<file path="src/rtl/alu_share_arb.sv">
// alu_share_arb: shares one combinational ALU between the EX stage (port 0)
// and an auxiliary unit (port 1). A round-robin arbiter picks at most one
// request per cycle, steers it onto the ALU inputs, and captures the result
// in a one-entry response register with valid/ready backpressure.
module alu_share_arb #(
  parameter int DW   = 32,
  parameter int OPW  = 5,
  parameter int TAGW = 4
) (
  input  logic            clk,
  input  logic            rst,
  input  logic            flush,
  input  logic            req0_valid,
  output logic            req0_ready,
  input  logic [DW-1:0]   req0_a,
  input  logic [DW-1:0]   req0_b,
  input  logic [OPW-1:0]  req0_op,
  input  logic [TAGW-1:0] req0_tag,
  input  logic            req1_valid,
  output logic            req1_ready,
  input  logic [DW-1:0]   req1_a,
  input  logic [DW-1:0]   req1_b,
  input  logic [OPW-1:0]  req1_op,
  input  logic [TAGW-1:0] req1_tag,
  output logic [DW-1:0]   alu_a,
  output logic [DW-1:0]   alu_b,
  output logic [OPW-1:0]  alu_op,
  input  logic [DW-1:0]   alu_out,
  output logic            rsp_valid,
  input  logic            rsp_ready,
  output logic            rsp_id,
  output logic [TAGW-1:0] rsp_tag,
  output logic [DW-1:0]   rsp_data
);

  // Per-port views of the request interfaces so the arbiter can be generated.
  logic [1:0]      req_valid;
  logic [DW-1:0]   req_a   [2];
  logic [DW-1:0]   req_b   [2];
  logic [OPW-1:0]  req_op  [2];
  logic [TAGW-1:0] req_tag [2];
  logic [1:0]      grant;

  logic            last_grant_reg;
  logic            rsp_valid_reg;
  logic            rsp_id_reg;
  logic [TAGW-1:0] rsp_tag_reg;
  logic [DW-1:0]   rsp_data_reg;

  logic            can_accept;
  logic            any_grant;
  logic            grant_id;
  logic [TAGW-1:0] grant_tag;

  assign req_valid  = {req1_valid, req0_valid};
  assign req_a[0]   = req0_a;
  assign req_a[1]   = req1_a;
  assign req_b[0]   = req0_b;
  assign req_b[1]   = req1_b;
  assign req_op[0]  = req0_op;
  assign req_op[1]  = req1_op;
  assign req_tag[0] = req0_tag;
  assign req_tag[1] = req1_tag;

  // A new result may be captured only when the slot is empty or being drained,
  // and never during a flush.
  assign can_accept = ~flush & (~rsp_valid_reg | rsp_ready);

  genvar gi;
  generate
    for (gi = 0; gi < 2; gi++) begin : g_port
      // A port wins when it is alone, or when the other port holds the last grant.
      assign grant[gi] = can_accept & req_valid[gi] &
                         (~req_valid[1-gi] | (last_grant_reg == 1'(1 - gi)));
    end
  endgenerate

  assign req0_ready = grant[0];
  assign req1_ready = grant[1];
  assign any_grant  = |grant;
  assign grant_id   = grant[1];

  // Steer the granted request onto the ALU; idle cycles hold the datapath at zero/NOP.
  always_comb begin
    alu_a     = '0;
    alu_b     = '0;
    alu_op    = '0;
    grant_tag = '0;
    if (grant[1]) begin
      alu_a     = req_a[1];
      alu_b     = req_b[1];
      alu_op    = req_op[1];
      grant_tag = req_tag[1];
    end else if (grant[0]) begin
      alu_a     = req_a[0];
      alu_b     = req_b[0];
      alu_op    = req_op[0];
      grant_tag = req_tag[0];
    end
  end

  // Response slot and fairness pointer; fill wins over drain so back-to-back has no bubble.
  always_ff @(posedge clk or posedge rst) begin
    if (rst) begin
      rsp_valid_reg  <= 1'b0;
      rsp_id_reg     <= 1'b0;
      rsp_tag_reg    <= '0;
      rsp_data_reg   <= '0;
      last_grant_reg <= 1'b1;
    end else if (flush) begin
      rsp_valid_reg  <= 1'b0;
    end else if (any_grant) begin
      rsp_valid_reg  <= 1'b1;
      rsp_id_reg     <= grant_id;
      rsp_tag_reg    <= grant_tag;
      rsp_data_reg   <= alu_out;
      last_grant_reg <= grant_id;
    end else if (rsp_ready) begin
      rsp_valid_reg  <= 1'b0;
    end
  end

  assign rsp_valid = rsp_valid_reg;
  assign rsp_id    = rsp_id_reg;
  assign rsp_tag   = rsp_tag_reg;
  assign rsp_data  = rsp_data_reg;

endmodule

</file>
<file path="config.mk">
export PLATFORM = sky130hd
export DESIGN_NAME = alu_share_arb
export DESIGN_NICKNAME = d
export VERILOG_FILES = /design/src/rtl/alu_share_arb.sv
export SDC_FILE = /design/constraint.sdc
export NUM_CORES = 1
export LEC_CHECK = 0
export CORE_AREA = 2 2 115 117
export CTS_BUF_LIST = sky130_fd_sc_hd__clkbuf_8 sky130_fd_sc_hd__clkbuf_16
export DETAILED_ROUTE_END_ITERATION = 10
export DIE_AREA = 0 0 117 119
export PLACE_DENSITY = 0.69
export SETUP_SLACK_MARGIN = 0.15
export SYNTH_ARGS = -nofsm -noshare
export SYNTH_HDL_FRONTEND = slang
export SYNTH_SLANG_ARGS = --single-unit
</file>
<file path="constraint.sdc">
create_clock -name clk -period 1.7 [get_ports clk]
set_input_delay 0.34 -clock clk [delete_from_list [all_inputs] [get_ports clk]]
set_output_delay 0.34 -clock clk [all_outputs]
set_load 0.02 [all_outputs]
</file>
==> flow_summary.json, run 1 <==
{
  "run_status": "finished with violations",
  "violations": "setup timing",
  "grt_pass1_wl_um": 18350,
  "synth-xor-area-share_pct": 0,
  "p_leak_nw": 3.240,
  "synth.top_cell.area_share_pct": 41.97,
  "diodes": 0,
  "grt-ovfl-total": 0,
  "synth_fp_nets": 367,
  "synthSimpleGateAreaFrac_pct": 0.8835,
  "peakVddDrop_uv": 367.2,
  "ctsHoldBuffers": 0,
  "grt_max_degree": 35,
  "muxShareOfSynthArea_pct": 15.90,
  "drv_cap": 0,
  "total_power_mw": 4.641,
  "cts-root-buf": "clkbuf_16",
  "largest_reg_flops": 32,
  "critical_path_class": "register to output port",
  "cts.sinks": 39,
  "numCtsBuffers": 5,
  "place_congestion": 0.7277,
  "synth.most_common_cell": "a22o_1",
  "grt_util_all_layers_pct": 17.15,
  "netlist_area_mm2": 0.002266,
  "setup_viol": 107,
  "max_stage_delay_ps": 380,
  "synth_common_cells": "69 x a22o_1, 38 x dfrtp_1, 30 x mux2_2",
  "synth_edf_count": 0,
  "io_buffers": 292,
  "yosys_most_used_dff": "dfrtp_1",
  "clkTransAtPathRegs_ps": 60,
  "final-hold-violation-count": 0,
  "viasPerCell": 4.356,
  "timing.final.ws_setup_ps": -678.6,
  "synth_top_area_cell": "dfrtp_1",
  "die_y_um": 119,
  "syn_avg_cell_area_um2": 12.38,
  "rr_worst_depth": 10,
  "synth_compound_area_share_pct": 33.30,
  "areaGrowthSynthToFinish_pct": 212.9,
  "drt_iter0_markers": 89,
  "dpl.hpwl_um": 8877,
  "period_minus_slack_ps": 2379,
  "ys_ff_latch": 39,
  "crit_family": "buffers and inverters",
  "detail_route.first_pass.iterations": 4,
  "initial_core_util_pct": 17.60,
  "drive_gt1_share_pct": 43.44,
  "critPathLaunchType": "register",
  "crit_required_ps": 1360,
  "synthArstFlopShare_pct": 100.0,
  "drc": 0,
  "synth_area_leaders": "dfrtp_1 42%, a22o_1 27%, mux2_2 15%",
  "drv_slew": 0,
  "place_ws_ps": -1254,
  "cp_num_buf_inv": 6,
  "antenna_found_initial": 0,
  "h-tree-depth": 2,
  "nFillCells": 1072,
  "cp_max_fo": 7,
  "row_count": 42,
  "wl_per_cell_um": 18.55,
  "max_slew.worst_pin.slew_ps": 330.9,
  "via_count": 3123,
  "ys_types": 18,
  "fin_setup_tns_ps": -51270,
  "worstPathCellList": "nor2b_4 > buf_6 > a2111oi_4 > buf_6 > buf_6 > buf_16 > buf_6 > a22o_1 > buf_6",
  "synth_top_family_by_area": "compound AO/OA/AOI/OAI gates",
  "fin_worst_skew_ps": 6.285,
  "die_w_um": 117,
  "cpMostUsedCell": "buf_6",
  "synth_seq_area_share_pct": 43.13,
  "arrival_ps": 2040,
  "yosysWarnings": 0,
  "crit_slowest_cell": "dfrtp_1",
  "clock.fmax_ghz": 0.4204,
  "routed_wl_um": 13300,
  "rrSetupSlack_ps": -330,
  "stdcell_count": 717,
  "fin_crit_sh_pct": 139.9,
  "clock_path_buffers": 2,
  "cts_tree": "built",
  "nNetsFinal": 725,
  "slew_headroom_pct": 77.94,
  "dp.cells": 651,
  "end_kind": "output port",
  "ant_nets": 0,
  "insertion_delay_ps": 280,
  "core_mm2": 0.01287,
  "io-pin-count": 293,
  "p_per_area_mw_per_mm2": 654.6,
  "worst-path-stages": 9,
  "die_area_mm2": 0.01392,
  "synth_fa_ha_area_share_pct": 0,
  "rsz0062_at_grt": "yes",
  "grt_pass1_vias": 3267,
  "synthCells": 183,
  "hp-class": "input pin to async pin"
}
==> placed cells by master (no fill, tap or decap), types with 2 or more instances in the layout <==
master           count
clkbuf_16            8
buf_4               19
buf_6               96
a221o_1              4
a22o_1              29
buf_12              11
dfrtp_1             38
dlygate4sd2_1       41
a2111oi_4            2
o21bai_1             2
o31a_1               4
buf_16               9
buf_8                3
mux2_4              32
clkdlybuf4s50_1    179
inv_1                6
a22o_4              40
clkdlybuf4s15_2     10
==> path summary, 6_finish.rpt <==
| kind | from | end |
|---|---|---|
| setup / recovery | rsp_valid | alu_a[12] |
| hold / removal | rst | rsp_id |
| setup reg to reg | rsp_valid | rsp_data[1] |
| hold reg to reg | rsp_data[18] | rsp_data[18] |
| max in group asynchronous | rst | rsp_data[15] |
| min in group clk | rsp_data[18] | rsp_data[18] |
==> worst register-to-register path, cell delays in order (launching register included) <==
cell,delay [ps]
dfrtp_1,380
nor2b_4,140
buf_6,130
buf_4,130
buf_6,110
buf_8,110
nor3_4,230
buf_4,150
buf_6,120
buf_16,130
mux2_4,300
==> per-layer routing <==
layer | part of all wire, % | global-route usage, % | vias up
met5 | 0 | 0 | -
met4 | 0.86 | 2.721 | 0
met3 | 7.3 | 2.392 | 9
met2 | 52 | 32.08 | 185
met1 | 39 | 20.83 | 1484
li1 | - | - | 1445
==> logic make-up (layout without fill, tap and decap cells) <==
logic type	after synthesis	in the layout
AOI/OAI and AO/OA	82	82
buffers and inverters	27	385
DFF	39	39
muxes	32	32
and+or+nand+nor	3	3
==> area by class of cell <==
type	instances	area, um2	share of cell area (%)
sequential	39	977.2	13.78
timing repair buffer	372	4088	57.66
clock buffer	5	125.1	1.765
inverter	6	22.52	0.3177
clock inverter	2	37.54	0.5295
tap	176	220.2	3.106
multi-input combinational	117	1619	22.84
==> metrics by stage <==
stage	util (%)	hold WS [ps]	instance area [um2]
floorplan	-	474.7	2686
global placement	45.47	480.9	5854
detailed placement	45.47	494.8	5854
CTS	51.39	333.5	6616
global route	55.06	381.2	7089
finish	55.06	333.2	7089
==> repair_timing <==
action	4_1_cts	5_1_grt
cloned	10	4
endpoints found under the setup margin	147	109
gates resized for setup	450	79
pin swaps	10	10
buffers inserted	16	29
==> where the power goes <==
| part | internal, mW | switching (mW) |
|---|---|---|
| Combinational | 1.45 | 0.975 |
| Sequential | 1.09 | 0.0849 |
| Clock | 0.683 | 0.358 |
| Total | 3.22 | 1.42 |
(Power assumes the default switching activity.)
==> run 2: changes to the inputs <==
SLEW_MARGIN = 10   (was not set)
==> results of run 2 <==
Final layout, timing and power as in run 1 (identical DEF).
